`src/rtl/decode_pkg.sv`:
```
// Shared definitions for the decode stage: instruction-format classes,
// width constants, and the decode issue scheduler state encoding.
package decode_pkg;

  localparam int INSTRUCTION_WIDTH  = 32;
  localparam int ADDRESS_SIZE       = 64;
  localparam int OPCODE_WIDTH       = 6;
  localparam int FORMAT_INDEX_RANGE = 5;

  // Instruction-format classes used by the decoder to pick a field layout.
  typedef enum logic [FORMAT_INDEX_RANGE-1:0] {
    INVALID = 5'd0,  A   = 5'd1,  B   = 5'd2,  D   = 5'd3,  DQ  = 5'd4,
    DS      = 5'd5,  DX  = 5'd6,  I   = 5'd7,  M   = 5'd8,  MD  = 5'd9,
    MDS     = 5'd10, SC  = 5'd11, VA  = 5'd12, VC  = 5'd13, VX  = 5'd14,
    X       = 5'd15, XFL = 5'd16, XFX = 5'd17, XL  = 5'd18, XO  = 5'd19,
    XS      = 5'd20, XX2 = 5'd21, XX3 = 5'd22, XX4 = 5'd23, Z22 = 5'd24,
    Z23     = 5'd25
  } format_class_e;

  // Scheduler states: IDLE (queue empty), RUN (work queued), FLUSH (one-cycle redirect).
  typedef enum logic [1:0] {
    IDLE  = 2'd0,
    RUN   = 2'd1,
    FLUSH = 2'd2
  } sched_state_e;

  // Primary opcode lives in the most significant bits (bit 0 is the MSB).
  function automatic logic [OPCODE_WIDTH-1:0] primary_opcode(
    input logic [0:INSTRUCTION_WIDTH-1] instr
  );
    return instr[0:OPCODE_WIDTH-1];
  endfunction

endpackage

```
`src/rtl/decode_issue_fifo.sv`:
```
// Instruction/address queue for the decode issue scheduler. Holds the
// storage array plus head, tail and occupancy; clear empties it in one edge.
module decode_issue_fifo
  import decode_pkg::*;
#(
  parameter int instructionWidth = INSTRUCTION_WIDTH,
  parameter int addressSize      = ADDRESS_SIZE,
  parameter int queueDepth       = 4,
  parameter int queuePtrWidth    = 2
) (
  input  logic                       clk,
  input  logic                       rst_n,
  input  logic                       clear,
  input  logic                       push,
  input  logic                       pop,
  input  logic [0:instructionWidth-1] push_instr,
  input  logic [addressSize-1:0]     push_addr,
  output logic [0:instructionWidth-1] head_instr,
  output logic [addressSize-1:0]     head_addr,
  output logic [queuePtrWidth:0]     count,
  output logic [queuePtrWidth:0]     count_next
);

  logic [0:instructionWidth-1] instr_mem_r [queueDepth];
  logic [addressSize-1:0]      addr_mem_r  [queueDepth];
  logic [queuePtrWidth-1:0]    head_r;
  logic [queuePtrWidth-1:0]    tail_r;
  logic [queuePtrWidth:0]      count_r;
  logic [queuePtrWidth:0]      count_next_s;
  logic                        do_push_s;
  logic                        do_pop_s;

  assign head_instr = instr_mem_r[head_r];
  assign head_addr  = addr_mem_r[head_r];
  assign count      = count_r;
  assign count_next = count_next_s;

  // Qualify push/pop with clear and compute the post-edge occupancy.
  always_comb begin
    do_push_s    = 1'b0;
    do_pop_s     = 1'b0;
    count_next_s = count_r;
    if (clear) begin
      count_next_s = {(queuePtrWidth+1){1'b0}};
    end else begin
      do_push_s = push;
      do_pop_s  = pop;
      if (push && !pop) begin
        count_next_s = count_r + (queuePtrWidth+1)'(1);
      end else if (pop && !push) begin
        count_next_s = count_r - (queuePtrWidth+1)'(1);
      end else begin
        count_next_s = count_r;
      end
    end
  end

  // Pointer and occupancy registers; pointers wrap naturally at queueDepth.
  always_ff @(posedge clk or negedge rst_n) begin
    if (!rst_n) begin
      head_r  <= {queuePtrWidth{1'b0}};
      tail_r  <= {queuePtrWidth{1'b0}};
      count_r <= {(queuePtrWidth+1){1'b0}};
    end else if (clear) begin
      head_r  <= {queuePtrWidth{1'b0}};
      tail_r  <= {queuePtrWidth{1'b0}};
      count_r <= {(queuePtrWidth+1){1'b0}};
    end else begin
      if (do_push_s) begin
        tail_r <= tail_r + queuePtrWidth'(1);
      end
      if (do_pop_s) begin
        head_r <= head_r + queuePtrWidth'(1);
      end
      count_r <= count_next_s;
    end
  end

  // Entry storage, written at the tail on an accepted push.
  always_ff @(posedge clk or negedge rst_n) begin
    if (!rst_n) begin
      for (int e = 0; e < queueDepth; e++) begin
        instr_mem_r[e] <= {instructionWidth{1'b0}};
        addr_mem_r[e]  <= {addressSize{1'b0}};
      end
    end else if (do_push_s) begin
      instr_mem_r[tail_r] <= push_instr;
      addr_mem_r[tail_r]  <= push_addr;
    end
  end

endmodule

```
`src/rtl/decode_issue_scheduler.sv`:
```
// Decode-stage sequencer: buffers fetched instruction/address pairs, issues
// at most one per cycle to the decoder, and turns a flush into a one-cycle
// fetch redirect while discarding queued work.
module decode_issue_scheduler
  import decode_pkg::*;
#(
  parameter int instructionWidth = INSTRUCTION_WIDTH,
  parameter int addressSize      = ADDRESS_SIZE,
  parameter int queueDepth       = 4,
  parameter int queuePtrWidth    = 2
) (
  input  logic                        clock_i,
  input  logic                        reset_i,
  input  logic                        fetchValid_i,
  input  logic [0:instructionWidth-1] fetchInstruction_i,
  input  logic [addressSize-1:0]      fetchAddress_i,
  output logic                        fetchReady_o,
  input  logic                        decodeStall_i,
  input  logic                        flush_i,
  input  logic [addressSize-1:0]      flushAddress_i,
  output logic                        decodeEnable_o,
  output logic [0:instructionWidth-1] decodeInstruction_o,
  output logic [addressSize-1:0]      decodeAddress_o,
  output logic                        redirectValid_o,
  output logic [addressSize-1:0]      redirectAddress_o,
  output logic [queuePtrWidth:0]      queueCount_o
);

  localparam logic [queuePtrWidth:0] DEPTH_COUNT = (queuePtrWidth+1)'(queueDepth);
  localparam logic [queuePtrWidth:0] ZERO_COUNT  = {(queuePtrWidth+1){1'b0}};

  sched_state_e                state_r;
  sched_state_e                state_next_s;
  logic                        fetch_ready_s;
  logic                        push_s;
  logic                        pop_s;
  logic [queuePtrWidth:0]      fifo_count_s;
  logic [queuePtrWidth:0]      fifo_count_next_s;
  logic [0:instructionWidth-1] head_instr_s;
  logic [addressSize-1:0]      head_addr_s;
  logic                        decode_enable_r;
  logic [0:instructionWidth-1] decode_instr_r;
  logic [addressSize-1:0]      decode_addr_r;
  logic                        redirect_valid_r;
  logic [addressSize-1:0]      redirect_addr_r;

  decode_issue_fifo #(
    .instructionWidth (instructionWidth),
    .addressSize      (addressSize),
    .queueDepth       (queueDepth),
    .queuePtrWidth    (queuePtrWidth)
  ) u_fifo (
    .clk        (clock_i),
    .rst_n      (reset_i),
    .clear      (flush_i),
    .push       (push_s),
    .pop        (pop_s),
    .push_instr (fetchInstruction_i),
    .push_addr  (fetchAddress_i),
    .head_instr (head_instr_s),
    .head_addr  (head_addr_s),
    .count      (fifo_count_s),
    .count_next (fifo_count_next_s)
  );

  // Ready depends only on registered state so fetch sees no combinational loop.
  always_comb begin
    fetch_ready_s = 1'b0;
    if ((fifo_count_s != DEPTH_COUNT) && (state_r != FLUSH)) begin
      fetch_ready_s = 1'b1;
    end else begin
      fetch_ready_s = 1'b0;
    end
  end

  // Push/pop qualification; a flush suppresses both on its edge.
  always_comb begin
    push_s = 1'b0;
    pop_s  = 1'b0;
    if (flush_i) begin
      push_s = 1'b0;
      pop_s  = 1'b0;
    end else begin
      push_s = fetchValid_i && fetch_ready_s;
      pop_s  = (state_r != FLUSH) && (fifo_count_s != ZERO_COUNT) && !decodeStall_i;
    end
  end

  // Next-state logic: flush dominates, FLUSH always falls back to IDLE.
  always_comb begin
    state_next_s = state_r;
    if (flush_i) begin
      state_next_s = FLUSH;
    end else begin
      case (state_r)
        IDLE: begin
          if (push_s) begin
            state_next_s = RUN;
          end else begin
            state_next_s = IDLE;
          end
        end
        RUN: begin
          if (fifo_count_next_s == ZERO_COUNT) begin
            state_next_s = IDLE;
          end else begin
            state_next_s = RUN;
          end
        end
        FLUSH:   state_next_s = IDLE;
        default: state_next_s = IDLE;
      endcase
    end
  end

  // Scheduler state register.
  always_ff @(posedge clock_i or negedge reset_i) begin
    if (!reset_i) begin
      state_r <= IDLE;
    end else begin
      state_r <= state_next_s;
    end
  end

  // Issue registers: enable pulses per pop, data holds between issues.
  always_ff @(posedge clock_i or negedge reset_i) begin
    if (!reset_i) begin
      decode_enable_r <= 1'b0;
      decode_instr_r  <= {instructionWidth{1'b0}};
      decode_addr_r   <= {addressSize{1'b0}};
    end else begin
      decode_enable_r <= pop_s;
      if (pop_s) begin
        decode_instr_r <= head_instr_s;
        decode_addr_r  <= head_addr_s;
      end
    end
  end

  // Redirect registers: strobe for each flush edge, newest address wins.
  always_ff @(posedge clock_i or negedge reset_i) begin
    if (!reset_i) begin
      redirect_valid_r <= 1'b0;
      redirect_addr_r  <= {addressSize{1'b0}};
    end else begin
      redirect_valid_r <= flush_i;
      if (flush_i) begin
        redirect_addr_r <= flushAddress_i;
      end
    end
  end

  assign fetchReady_o        = fetch_ready_s;
  assign decodeEnable_o      = decode_enable_r;
  assign decodeInstruction_o = decode_instr_r;
  assign decodeAddress_o     = decode_addr_r;
  assign redirectValid_o     = redirect_valid_r;
  assign redirectAddress_o   = redirect_addr_r;
  assign queueCount_o        = fifo_count_s;

endmodule

```
`config.mk`:
```
export PLATFORM = sky130hd
export DESIGN_NAME = decode_issue_scheduler
export DESIGN_NICKNAME = d
export VERILOG_FILES = /design/src/rtl/decode_pkg.sv /design/src/rtl/decode_issue_fifo.sv /design/src/rtl/decode_issue_scheduler.sv
export SDC_FILE = /design/constraint.sdc
export NUM_CORES = 1
export LEC_CHECK = 0
export ABC_AREA = 0
export BUFFER_PORTS_ARGS = -buffer_cell sky130_fd_sc_hd__clkbuf_2
export CELL_PAD_IN_SITES_DETAIL_PLACEMENT = 1
export CELL_PAD_IN_SITES_GLOBAL_PLACEMENT = 1
export CORE_MARGIN = 2
export CORE_UTILIZATION = 49
export CTS_CLUSTER_DIAMETER = 50
export DETAILED_ROUTE_END_ITERATION = 6
export PLACE_DENSITY_LB_ADDON = 0.15
export SKIP_CTS_REPAIR_TIMING = 1
export SLEW_MARGIN = 25
export SYNTH_ARGS = -nofsm -noshare
export SYNTH_HDL_FRONTEND = slang
export SYNTH_SLANG_ARGS = --single-unit
```
`constraint.sdc`:
```
create_clock -name clock_i -period 2.8 [get_ports clock_i]
set_clock_uncertainty 0.1 [all_clocks]
set_input_delay 0.56 -clock clock_i [delete_from_list [all_inputs] [get_ports clock_i]]
set_output_delay 0.56 -clock clock_i [all_outputs]
set_load 0.01 [all_outputs]
```
==> results of run 1 <==
final cells by class:
cell class / instances / area (um2)
Fill cell: 4354 / 19400
Sequential cell: 554 / 13900
Multi-Input combinational cell: 689 / 9340
Timing Repair Buffer: 369 / 2280
Clock buffer: 95 / 1810
Tap cell: 615 / 769
Clock inverter: 17 / 270
Inverter: 6 / 22.5
Antenna cell: 2 / 5.00
sequential cells by signal (all words and copies together), names as in the netlist:
register	cells
decodeAddress_o	64
decodeEnable_o	1
decodeInstruction_o	32
redirectAddress_o	64
redirectValid_o	1
state_r	1
u_fifo.addr_mem_r	256
u_fifo.count	3
u_fifo.head_r	2
u_fifo.instr_mem_r	128
u_fifo.tail_r	2
stage by stage:
step / hold slack [ns] / area [um2] / util / total power, mW
floorplan: 0.164 / 23700 / - / 15.8
global placement: 0.368 / 26300 / 0.550 / 17.9
detailed placement: 0.378 / 26300 / 0.550 / 18.2
CTS: -0.203 / 28400 / 0.594 / 26.7
global route: 0.0711 / 28400 / 0.594 / 27.7
finish: 0.0887 / 28400 / 0.594 / 26.3
layer usage:
layer / global-route usage / vias to the layer above / part of all wire
met3: 0.0483 / 81 / 0.049
met4: 0.0557 / 4 / 0.020
met2: 0.377 / 254 / 0.50
li1: - / 5599 / -
met5: 0 / - / 0.00057
met1: 0.291 / 6913 / 0.43
power by group through the flow:
stage                     clock network, mW  registers [mW]  logic [mW]
after floorplan                           0            11.7        4.13
after global placement                    0            11.7        6.22
after detailed placement                  0            11.8        6.42
after CTS                              8.47            11.7        6.47
after global routing                   8.77            12.0        6.86
final                                  8.23            11.7        6.34
path summary, 6_finish.rpt:
kind | start | to | slack [ns] | depth (start not counted)
max | u_fifo.count[1] | fetchReady_o | 0.41 | 4
min | flushAddress_i[42] | redirectAddress_o[42] | 0.09 | 2
max reg2reg | u_fifo.count[1] | u_fifo.instr_mem_r[122] | 0.42 | 8
min reg2reg | decodeAddress_o[9] | decodeAddress_o[9] | 0.38 | 1
max in group asynchronous | reset_i | u_fifo.instr_mem_r[28] | 1.25 | 4
min in group asynchronous | reset_i | redirectAddress_o[37] | 0.42 | 2
cells by family after synthesis:
kind of cell             count (synthesis)  synth area share
buffers and inverters                   86            0.0231
multiplexers                           640             0.374
XOR/XNOR                                 4           0.00205
AO/OA/AOI/OAI                           11           0.00295
AND/OR/NAND/NOR                         26           0.00975
adder cells (fa/ha/maj)                  8           0.00416
flip-flops                             554             0.584
cells in the final DEF, fill, tap and decap left out, drive strengths merged, types with 5 or more instances in the layout:
cell type | Yosys | layout
mux2 | 544 | 544
clkbuf | 17 | 423
dfrtp | 554 | 554
clkinv | 0 | 8
mux4 | 96 | 96
ha | 7 | 7
bufinv | 0 | 7
inv | 6 | 7
buf | 63 | 40
nor2 | 5 | 5
nand2 | 8 | 8
==> flow_results.org, run 1 <==
** Status
- The flow ran to the end, and the final reports show no timing, DRC or antenna violations.

** Final layout
- In the final layout, the share of cells above drive strength 1 is 0.639.
- After the flow finishes, the layout carries non-filler instances totaling 2347.
- For this run, the post-layout net count is ~1900.
- Layout overhead on the synthesized area :: 19.5%

** Detailed routing
- The routed layout has between 10000 and 15000 vias.
- After detailed routing, the average wire length per cell comes to 23.1 um.
- DRT Pass-1 Iters :: 4
- Routed wire length :: roughly 54 mm
- In the routed layout, each cell is associated on average with a via count of between 5 and 6.
- After detailed routing, the number of remaining DRC violations is 0.
- Detailed router's first-iteration violation count :: 430
- Antenna viol nets, final :: 0

** Setup path
- Of all nets on the critical path, the largest fanout is 5.
- Kind of end point of the critical path :: primary output
- Required time at the endpoint of the critical path :: around 2.1 ns
- Grouping stages by cell kind, the critical path spends the most delay in flip-flops.
- Crit path launch type :: register
- Cell Chain, Critical Path :: inv_1 > ha_1 > a21oi_1 > clkbuf_2
- The critical path in this run is classified as register to primary output.
- At the worst endpoint, the arrival time is ~1.7 ns.
- In this design, the stage delay of the slowest critical-path cell is roughly 0.42 ns.
- Number of buffers and inverters on the critical path :: 2
- Among all stages on the critical path, the largest delay is contributed by sky130_fd_sc_hd__dfrtp_1.

** STA
- Final hold viol count :: 0
- Worst-margin pin slew :: about 0.5 ns
- Across all setup checks in the final design, the least slack found is between 0.4 and 0.5 ns.
- Max transition margin :: 0.656
- The clock period could shrink to ~2.4 ns.
- Setup TNS :: 0 ns
- Final period utilization :: 0.854
- Setup repair after global routing left no endpoint under its margin.
- Setup-failing EPs final :: 0
- Fin. max-slew vios :: 0
- For this run, the top clock speed supported by timing is between 400 and 500 MHz.

** Synthesis
- Yosys top cell area share :: 0.584
- sky130_fd_sc_hd__dfrtp_1 takes more of the synthesized area than any other cell.
- Of the synthesized area, sequential elements account for 0.584.
- Cell area after synthesis :: roughly 0.024 mm2
- Synthesis produced a netlist whose cell count is ~1300.
- Post-synth EDFFs :: 0
- Synth async-reset ratio :: 1.00
- Among all flip-flop cells after synthesis, the most frequent one is sky130_fd_sc_hd__dfrtp_1.
- Syn_area_per_cell :: 17.9 um2
- Ranked by instance count, the synthesized netlist is headed by sky130_fd_sc_hd__dfrtp_1, sky130_fd_sc_hd__mux2_2, sky130_fd_sc_hd__mux2_4.
- The synthesized design contains 554 register bits.
- Syn_nets :: approximately 1500
- Most common cell in the netlist :: sky130_fd_sc_hd__dfrtp_1
- Library cells used by synthesis :: 36
- Warning count from the yosys run :: 0
- By area the synthesized netlist is led by sky130_fd_sc_hd__dfrtp_1, sky130_fd_sc_hd__mux2_2, sky130_fd_sc_hd__mux2_4.

** Floorplanning
- For this configuration, the core starts out at a cell density of 0.497.
- Overall die area :: about 0.050 mm2
- Boundary pin count :: about 330
- Area of the core region :: roughly 0.048 mm2
- In this run the core area contains 80 standard-cell rows.
- Chip Width :: 224 um
- The floorplan step set the die height to 224 um.

** Pwr
- For this design the ratio of total power to cell area is approximately 930 mW/mm2.
- Clock Power Share :: 0.313
- Switching power total :: 6.99 mW
- Share of total power consumed by net switching :: 0.266
- Proportion of power drawn by combinational gates :: 0.241
- Static leakage power :: about 14 nW
- VDD IR max :: 0.420 mV
- Sequential share of power :: 0.446
- Internal power comes to between 15 and 20 mW.

** Clock tree
- Clock-pin slew was measured on the worst setup and hold paths at ~0.06 ns.
- Number of buffers on the longest clock path :: 3
- Sinks on the clock net :: between 500 and 600
- Clock root buffer :: sky130_fd_sc_hd__clkbuf_16
- CTS H-tree depth :: 2
- The clock reaches the later pin of the worst-skew pair after around 0.6 ns.
- Number of buffers inserted during clock tree synthesis :: between 60 and 70
- TritonCTS built the clock tree.

** Place
- After legalization and detailed placement, the total HPWL measured 34.3 mm.
- The count of buffers added on input and output ports is 330.
- Gpl congestion :: 0.722
- OpenSTA, run right after detailed placement, puts the worst setup slack at slightly below 0.4 ns.
- Including well taps, the total number of placed cells is between 2000 and 2500.

** Global routing
- The via count of the first global-routing pass is 14900.
- Remaining global-route overflow :: 0
- Pin count of the biggest net entering global routing :: just over 90
- In the global route stage, overall resource usage came out at 0.222.
- The number of antenna violations at the first check in global routing was 4.
- The first global-routing pass estimated about 86 mm of wire.

** Run
- Across the run, the number of max-cap violations was 0.

** Hold path
- Class of the worst hold path :: primary input to register
Note: power is estimated with default switching activity, not from simulation.
==> run 2, diff against run 1 <==
--- a/config.mk
+++ b/config.mk
@@ -13,7 +13,7 @@
 export CORE_UTILIZATION = 49
 export CTS_CLUSTER_DIAMETER = 50
 export DETAILED_ROUTE_END_ITERATION = 6
-export PLACE_DENSITY_LB_ADDON = 0.15
+export PLACE_DENSITY = 0.88
 export SKIP_CTS_REPAIR_TIMING = 1
 export SLEW_MARGIN = 25
 export SYNTH_ARGS = -nofsm -noshare
==> run 2 against run 1 <==
Compared with the run above:
- routed wire length grew 8.6%
- utilization shrank 0.60 points
- total power down 0.63%
- die area stayed put
- sequential share of layout area rose by 0.50 points
- cell count is 0.26% lower
- non-clock buffer count shrank 7
- hold slack got worse by 0.0061 ns
- count of clock-buffer cells in the layout decreased by 19
- maximum frequency decreased by 6.8%
- critical path depth is 4 higher
- first-iteration DRC count grew 32%
==> flow_results.org, run 2 (same netlist as run 1, synthesis figures left out) <==
** Final layout
- Post-route standard cell area excluding fillers :: ~0.028 mm2
- Post-layout nets :: between 1500 and 2000
- Number of flip-flops under the largest register name :: 256
- Largest registers ranked by flip-flop count :: u_fifo.addr_mem_r x256, u_fifo.instr_mem_r x128
- Most frequent cells in the layout :: sky130_fd_sc_hd__dfrtp_1, sky130_fd_sc_hd__mux2_2, sky130_fd_sc_hd__clkbuf_2
- The count of cells in the finished layout, fillers not included, comes to between 2000 and 2500.
- Most frequent standard cell in the layout excluding fill and tap cells :: sky130_fd_sc_hd__dfrtp_1
- At the end of the flow the core is filled with cells to 0.588.
- Top reg by flops :: u_fifo.addr_mem_r
- Layout overhead on the synthesized area :: 18.3%
- Of the cells placed in the final design, the portion with a size suffix greater than 1 is 0.643.

** STA
- Maximum frequency from static timing analysis :: 390 MHz
- In the finished design, the share of the clock period the worst path needs comes to 0.916.
- Setup-failing EPs final :: 0
- The max-slew violation count came to 0.
- Max transition margin :: 0.463
- Setup slack on the critical path of the routed design comes to approximately 0.23 ns.
- The hold violation total from the final report is 0.
- Setup repair after global routing left no endpoint under its margin.
- In the final timing run, aggregate negative setup slack is 0 ns.
- Worst-margin pin slew :: roughly 0.8 ns
- Post-route worst hold slack :: 0.0826 ns
- Post-route minimum period :: 2.57 ns

** Setup path
- Start-to-end type of the worst setup path :: register to register
- Of all nets on the critical path, the largest fanout is 35.
- The largest individual stage delay along the critical path comes from the cell sky130_fd_sc_hd__dfrtp_1.
- Crit path launch type :: register
- Walking the worst path, the cells encountered are inv_1 > ha_1 > nand2_1 > nand3_4 > nor2_8 > nand2_8 > buf_12 > mux2_4.
- At the worst endpoint, the arrival time is 2.96 ns.
- The largest single stage delay on the critical path is between 0.4 and 0.5 ns.
- Kind of end point of the critical path :: register
- At the worst endpoint, the required time is 3.19 ns.

** Floorplanning
- The die covers about 0.05 mm2.
- Boundary pin count :: between 300 and 400
- The region available for standard cell placement spans around 0.048 mm2.
- Initial Utilization :: 0.497
- Std-Cell Rows :: 80
- Die extent in y :: 224 um
- Measured along the x axis, the die boundary spans 224 um.

** Place
- At the placement stage, the worst setup path has a slack of 0.277 ns.
- Port bufs :: 330
- The congestion estimate from routability-driven global placement came to between 0.7 and 0.8.
- Summed over all nets, the half-perimeter wirelength after detailed placement is 37.2 mm.
- Counting tap cells, the placed design contains a total of roughly 2200 instances.
- Area after DPL :: between 0.02 and 0.03 mm2

** Pwr
- Ratio of total power to cell area :: approximately 930 mW/mm2
- In this run the power spent charging and discharging nets is about 7.4 mW.
- Of the total power, the clock network draws 0.298.
- Static leakage power :: ~14 nW
- The share of total power dissipated in sequential elements is 0.452.
- Overall power consumption after layout is estimated at 26.1 mW.
- Of the total power, the share spent switching nets is 0.282.
- Across the VDD grid, the largest voltage drop is between 0.4 and 0.5 mV.
- Of the total power, combinational logic draws 0.249.
- Internal Dissipation :: around 19 mW

** Detailed routing
- Routed wire length :: slightly below 60 mm
- Detailed router's first-iteration violation count :: between 500 and 600
- After detailed routing, the number of vias per cell comes to approximately 5.6.
- The pre-antenna-repair detailed-routing pass consisted of 6 iterations.
- Total via count in the routed design :: ~13000
- For this run, design rule violations remaining after detail routing come to 0.
- Post-DR wirelength/cell :: 25.1 um
- In this run the remaining antenna-violating nets after routing total 0.

** Hold path
- Class of the worst hold path :: primary input to register

** Clock tree
- Number of buffers inserted during clock tree synthesis :: 59
- TritonCTS built the clock tree.
- Worst-Skew Late Latency :: ~0.62 ns
- The tree is rooted in a sky130_fd_sc_hd__clkbuf_16.
- After clock tree synthesis, the clock-pin slew on the worst setup and hold paths is ~0.060 ns.
- CTS H-tree depth :: 2
- Number of buffers on the longest clock path :: 3
- Sinks on the clock net :: 554

** Global routing
- Remaining global-route overflow :: 0
- The via count of the first global-routing pass is approximately 16000.
- Pin count of the biggest net entering global routing :: 95
- Total routing resource utilization after global routing :: 0.238
- The number of antenna violations at the first check in global routing is 10.
- The first global-routing pass estimated approximately 92 mm of wire.

** Status
- The run finished with clean final reports.

** Run
- Number of max-cap violations :: 0
==> run 2: changes by cell type in the layout (fill, tap and decap cells not counted), moves of 6 or more <==
| cell | previous run | this run |
|---|---|---|
| sky130_fd_sc_hd__diode_2 | 2 | 8 |
| sky130_fd_sc_hd__buf_12 | 26 | 15 |
| sky130_fd_sc_hd__clkbuf_1 | 18 | 8 |
| sky130_fd_sc_hd__clkinv_2 | 7 | 18 |
| sky130_fd_sc_hd__clkbuf_8 | 16 | 7 |
==> run 2: final timing paths <==
check                                         from                       to  slack, ns  depth (start not counted)
worst max-delay path               u_fifo.count[1]   u_fifo.addr_mem_r[103]       0.23                          8
worst min-delay path            flushAddress_i[18]    redirectAddress_o[18]       0.08                          2
worst max register to register     u_fifo.count[1]   u_fifo.addr_mem_r[103]       0.23                          8
worst min register to register  decodeAddress_o[3]       decodeAddress_o[3]       0.40                          1
max in group asynchronous                  reset_i   u_fifo.addr_mem_r[180]       1.33                          3
min in group asynchronous                  reset_i  decodeInstruction_o[21]       0.41                          2
==> run 2: layout make-up <==
class,count,area (um2)
diodes,8,20.0
clock buffers,76,1650
clock inverters,31,285
fillers,4340,19700
inverters,6,22.5
multi-input cells,689,9370
flip-flops and latches,554,13900
well taps,615,769
repair buffers,362,2090
==> run 2: power by group through the flow <==
stage                     logic [mW]  registers [mW]  clock network (mW)
after global placement          6.18            11.6                   0
final                           6.52            11.8                7.80
after CTS                       6.62            11.8                7.99
after detailed placement        6.53            11.9                   0
after floorplan                 4.13            11.7                   0
after global routing            6.99            12.1                8.26
==> run 2: metal layers <==
metal  global-route usage  share of wire
met1                0.286           0.40
met2                0.425           0.53
met3               0.0491          0.046
met4               0.0854          0.027
met5                    0        0.00099
==> run 2: worst max-delay path: cells and delay by family (launching register included) <==
family	cells	cell delay (ns)
AND/OR/NAND/NOR	4	0.80
flip-flops	1	0.42
buffers and inverters	2	0.41
multiplexers	1	0.34
adder cells (fa/ha/maj)	1	0.25
